<file path="src/rtl/axi_write_master.sv">
// AXI3-style single-burst write initiator: takes one command plus a device data
// stream, issues AW, streams AWLEN+1 W beats, then collects and reports B.
module axi_write_master #(
  parameter int buswidth = 32
) (
  input  logic                ACLK,
  input  logic                ARESETn,
  // device command side
  input  logic                cmd_valid,
  output logic                cmd_ready,
  input  logic [3:0]          cmd_id,
  input  logic [31:0]         cmd_addr,
  input  logic [3:0]          cmd_len,
  input  logic [2:0]          cmd_size,
  input  logic [1:0]          cmd_burst,
  // device data side
  input  logic [buswidth-1:0] wdata_in,
  input  logic                wdata_valid,
  output logic                wdata_ready,
  // completion report
  output logic                done,
  output logic [1:0]          done_resp,
  output logic                id_err,
  // AW channel
  output logic [3:0]          AWID,
  output logic [31:0]         AWADDR,
  output logic [3:0]          AWLEN,
  output logic [2:0]          AWSIZE,
  output logic [1:0]          AWBURST,
  output logic [1:0]          AWLOCK,
  output logic [3:0]          AWCACHE,
  output logic [2:0]          AWPROT,
  output logic                AWVALID,
  input  logic                AWREADY,
  // W channel
  output logic [3:0]          WID,
  output logic [buswidth-1:0] WDATA,
  output logic [3:0]          WSTRB,
  output logic                WLAST,
  output logic                WVALID,
  input  logic                WREADY,
  // B channel
  input  logic [3:0]          BID,
  input  logic [1:0]          BRESP,
  input  logic                BVALID,
  output logic                BREADY
);

  typedef enum logic [1:0] {IDLE, ADDR, DATA, RESP} state_t;

  state_t     state;
  logic [4:0] sent;   // device beats loaded into the W register
  logic [4:0] acked;  // W handshakes completed
  logic       load;
  logic       w_hs;

  assign cmd_ready   = (state == IDLE);
  // The W output register can take a new beat when empty or draining this cycle.
  assign wdata_ready = (state == DATA) && (sent <= {1'b0, AWLEN}) && (!WVALID || WREADY);
  assign load        = wdata_valid && wdata_ready;
  assign w_hs        = WVALID && WREADY;

  assign AWLOCK  = 2'b00;
  assign AWCACHE = 4'h0;
  assign AWPROT  = 3'b000;
  assign WID     = AWID;
  assign WSTRB   = 4'hF;

  // NOTE: all state uses non-blocking assignments and a synchronous reset so
  // every register samples the same pre-edge values and reset needs a clock.
  always_ff @(posedge ACLK) begin
    if (!ARESETn) begin
      state     <= IDLE;
      sent      <= '0;
      acked     <= '0;
      AWID      <= '0;
      AWADDR    <= '0;
      AWLEN     <= '0;
      AWSIZE    <= '0;
      AWBURST   <= '0;
      AWVALID   <= 1'b0;
      WDATA     <= '0;
      WVALID    <= 1'b0;
      WLAST     <= 1'b0;
      BREADY    <= 1'b0;
      done      <= 1'b0;
      done_resp <= 2'b00;
      id_err    <= 1'b0;
    end else begin
      done <= 1'b0;
      case (state)
        IDLE: begin
          if (cmd_valid) begin
            AWID    <= cmd_id;
            AWADDR  <= cmd_addr;
            AWLEN   <= cmd_len;
            AWSIZE  <= cmd_size;
            AWBURST <= cmd_burst;
            AWVALID <= 1'b1;
            sent    <= '0;
            acked   <= '0;
            state   <= ADDR;
          end
        end
        ADDR: begin
          if (AWREADY) begin
            AWVALID <= 1'b0;
            state   <= DATA;
          end
        end
        DATA: begin
          if (load) begin
            WDATA  <= wdata_in;
            WVALID <= 1'b1;
            WLAST  <= (sent == {1'b0, AWLEN});
            sent   <= sent + 5'd1;
          end else if (w_hs) begin
            WVALID <= 1'b0;
            WLAST  <= 1'b0;
          end
          if (w_hs) begin
            acked <= acked + 5'd1;
            // No load can coincide with the final handshake: sent is past AWLEN.
            if (WLAST) begin
              BREADY <= 1'b1;
              state  <= RESP;
            end
          end
        end
        RESP: begin
          if (BVALID) begin
            done      <= 1'b1;
            done_resp <= BRESP;
            id_err    <= (BID != AWID);
            BREADY    <= 1'b0;
            state     <= IDLE;
          end
        end
        default: state <= IDLE;
      endcase
    end
  end

endmodule

</file>
<file path="config.mk">
export PLATFORM = sky130hd
export DESIGN_NAME = axi_write_master
export DESIGN_NICKNAME = d
export VERILOG_FILES = /design/src/rtl/axi_write_master.sv
export SDC_FILE = /design/constraint.sdc
export NUM_CORES = 1
export LEC_CHECK = 0
export BUFFER_PORTS_ARGS = -buffer_cell sky130_fd_sc_hd__buf_2
export CORE_ASPECT_RATIO = 1.4
export CORE_MARGIN = 2
export CORE_UTILIZATION = 49
export CTS_BUF_LIST = sky130_fd_sc_hd__clkbuf_8
export CTS_CLUSTER_SIZE = 28
export DETAILED_ROUTE_END_ITERATION = 8
export PLACE_DENSITY = 0.9
export SYNTH_ARGS = -nofsm -noshare
export SYNTH_HDL_FRONTEND = slang
export SYNTH_SLANG_ARGS = --single-unit
</file>
<file path="constraint.sdc">
create_clock -name ACLK -period 4.91 [get_ports ACLK]
set_clock_uncertainty 0.2 [all_clocks]
set_input_delay 0.2455 -clock ACLK [delete_from_list [all_inputs] [get_ports ACLK]]
set_output_delay 0.2455 -clock ACLK [all_outputs]
set_load 0.01 [all_outputs]
</file>
==> metrics.md <==
| Metric | Value |
|---|---|
| Least-Margin Pin Slew | `0.898 ns` |
| Setup CP Type | `reg2reg` |
| Core ar. | `7360 µm²` |
| #FFs+latches synth | `92` |
| Number of max-cap violations | `0` |
| Largest area contributor in the synthesized netlist | `dfxtp_1` |
| Total power divided by cell area | `382 nW/µm²` |
| TritonCTS buffer count | `9` |
| Post-Syn Area | `3730 µm²` |
| Crit-path max FO | `35` |
| Max Fclk | `356 MHz` |
| Post-synthesis cell count | `473` |
| Drt via density | `5.09` |
| Max rail drop VDD | `0.000222 V` |
| Die area | `8340 µm²` |
| Worst path arrival time | `2.88 ns` |
| Yosys warns | `0` |
| Slew Limit Fails | `0` |
| Hold Crit Class | `in2reg` |
| Crit end category | `flop` |
| Int Power | `1.33 mW` |
| Leading post-synthesis cells by cell area | `dfxtp_1 49%, nand2_1 17%, a21oi_1 12%, buf_4 3.4%, ha_1 3.0%` |
| Pleak | `2.58 nW` |
| CTS tree | `done` |
| Post-CTS setup buffer count | `0` |
| Synth Area per Inst | `7.89 µm²` |
| H-tree Lvls | `3` |
| Post-synthesis adder-cell area fraction | `3.02%` |
| Routability Congestion | `0.848` |
| Psw | `0.781 mW` |
| Skew-Pair Late Insertion Delay | `0.35 ns` |
| Total negative slack | `0 ns` |
| Outcome | `complete, no violations` |
| Clock tree sinks | `92` |
| Post-route ant nets | `0` |
| Share of layout cells above drive strength 1 | `28.6%` |
| Number of nets in the layout | `811` |
| Resized cells post-CTS | `0` |
| Layout Area Growth over Synthesis | `48.2%` |
| Die height | `107 µm` |
| Fin crit period | `2.81 ns` |
| Post-synth EDFFs | `0` |
| Cell variety after synth | `42` |
| Final Hold Fails | `0` |
| GRT Util Overall | `29.1%` |
| Total power | `2.11 mW` |
| Setup violations, final | `0` |
| Mux share of post-synthesis cell area | `0.268%` |
| Clock Root Buffer | `clkbuf_8` |
| Initial Util | `50.7%` |
| Vias in the first global route | `4,095` |
| Overflow after GRT | `0` |
| Initial drt markers | `370` |
| First-pass GRT wire length | `19.2 mm` |
| Flop pwr share | `43.6%` |
| Initial antenna violation count | `0` |
| DRT Pass-1 Iters | `6` |
| Sw Ratio | `37.0%` |
| Fraction of the mapped netlist area in simple logic gates | `21.7%` |
| Largest family of logic cells by synthesized area | `simple AND/OR/NAND/NOR gates` |
| DRC viols | `0` |
| Post-Route WL | `12.2 mm` |
| Synth Area in Compound Gates | `16.4%` |
| Async set-reset flop share out of synthesis | `0%` |
| Clk pin slew, worst setup/hold paths | `0.08 ns` |
| Antenna diode count | `0` |
| Largest net degree at the start of global routing | `54` |
| Clk pwr share | `21.8%` |
| Rows | `37` |
| Vias | `4,140` |
| Clock Tree Buf Depth | `2` |
| Comb pwr share | `34.6%` |
| Share of the synthesized area in the top cell type | `49.4%` |
| Critical Path RT | `4.98 ns` |
| Synth Area in XOR/XNOR | `0.939%` |
| Wire per inst | `15.0 µm` |
| Layout Utilization | `75.1%` |
| Seq/Total Area, Yosys | `49.4%` |
| Synth Flop Type | `dfxtp_1` |
| Die width | `77.7 µm` |
| CP startpoint kind | `flop` |
| Post-detail-place hpwl | `6.91 mm` |
| Final period utilization | `57.3%` |
| # IOs | `194` |
| IO Port Bufs | `180` |
| R2R Setup Slk | `2.10 ns` |
| Max_slew headroom | `40.0%` |
| RSZ-0062 raised after global routing | `false` |
| Hold_buf cts | `80` |
-- area by class of cell --
class / instances / area [µm²]
clock buffer: 10 / 138
clock inverter: 6 / 38.8
inverter: 10 / 37.5
multi-input combinational: 336 / 1630
sequential: 92 / 1840
fill: 471 / 1830
tap: 97 / 121
timing repair buffer: 263 / 1720
-- power by group through the flow --
stage / clock network [mW] / registers, mW / logic (mW)
after detailed placement: 0 / 0.932 / 0.659
after floorplan: 0 / 0.975 / 0.403
after CTS: 0.472 / 0.916 / 0.711
after global routing: 0.505 / 0.933 / 0.804
final: 0.461 / 0.921 / 0.730
after global placement: 0 / 0.925 / 0.638
-- through the flow --
step | std cells | worst slack, ns | instance area (µm²) | hold WS (ns)
3_3_place_gp | 718 | 2.28 | 4550 | 0.239
4_1_cts | 814 | 2.15 | 5530 | 0.0113
6_report | 814 | 2.10 | 5530 | 0.0367
5_1_grt | 814 | 1.84 | 5530 | 0.0269
2_1_floorplan | 484 | 2.79 | 3770 | 0.181
3_5_place_dp | 718 | 2.17 | 4550 | 0.244
-- Yosys cell counts (2+ instances only) --
cell,n
nand2_1,171
ha_1,9
nand3_1,8
buf_1,8
buf_2,5
o211ai_1,2
a211oi_1,2
buf_6,3
buf_4,17
nor2_1,8
o21ai_0,3
conb_1,2
a31o_2,2
xor2_1,4
nor3_1,3
inv_1,9
a21oi_1,86
dfxtp_1,92
clkbuf_1,13
nor2b_1,3
nand2b_1,2
-- path summary, 6_finish.rpt --
| check | from | end | cells after the start |
|---|---|---|---|
| worst max register to register | AWLEN[2] | sent[4] | 7 |
| worst max-delay path | AWLEN[2] | sent[4] | 7 |
| worst min-delay path | BVALID | BREADY | 4 |
| worst min register to register | WDATA[21] | WDATA[21] | 2 |
-- sequential cells by signal (all words and copies together) (netlist names) --
register   count
done_resp      2
sent           5
AWVALID        1
BREADY         1
WLAST          1
AWLEN          4
WVALID         1
state          2
done           1
AWBURST        2
AWADDR        32
WDATA         32
id_err         1
AWID           4
AWSIZE         3
-- placed cells by master (no fill, tap or decap), drive strengths merged, types with 2 or more instances in the layout --
| cell type | n |
|---|---|
| nand2 | 171 |
| nor3 | 3 |
| nor2 | 8 |
| inv | 13 |
| ha | 9 |
| dlygate4sd3 | 80 |
| nor2b | 3 |
| clkbuf | 10 |
| a21oi | 87 |
| dfxtp | 92 |
| clkinv | 2 |
| xor2 | 4 |
| nand3 | 8 |
| a211oi | 2 |
| o21ai | 3 |
| a31o | 3 |
| buf | 183 |
| o211ai | 2 |
| nand2b | 2 |
| conb | 13 |
-- worst max-delay path: stages (launching register included) --
cell and delay (ns):
dfxtp_1 0.36, inv_1 0.05, ha_1 0.31, nand3_1 0.10, or3b_1 0.50, a21oi_4 0.75
nand3_1 0.22, o31ai_2 0.22
-- routing by layer --
metal	routed length, µm	vias to the layer above	global-route usage (%)
met1	4410	1879	30.2
li1	-	1995	-
met2	6450	226	53.2
met4	450	0	16.6
met5	0	-	0
met3	888	40	6.57
-- cell families (layout without fill, tap and decap cells) --
| group | count (synthesis) | after routing |
|---|---|---|
| DFF | 92 | 92 |
| and+or+nand+nor | 202 | 202 |
| buffers and inverters | 56 | 289 |
| adders and majority gates | 9 | 9 |
| AOI/OAI and AO/OA | 107 | 107 |
| muxes | 1 | 1 |
| other | 2 | 13 |
| xor gates and xnor gates | 4 | 4 |
Power figures use the tool's default switching activity.
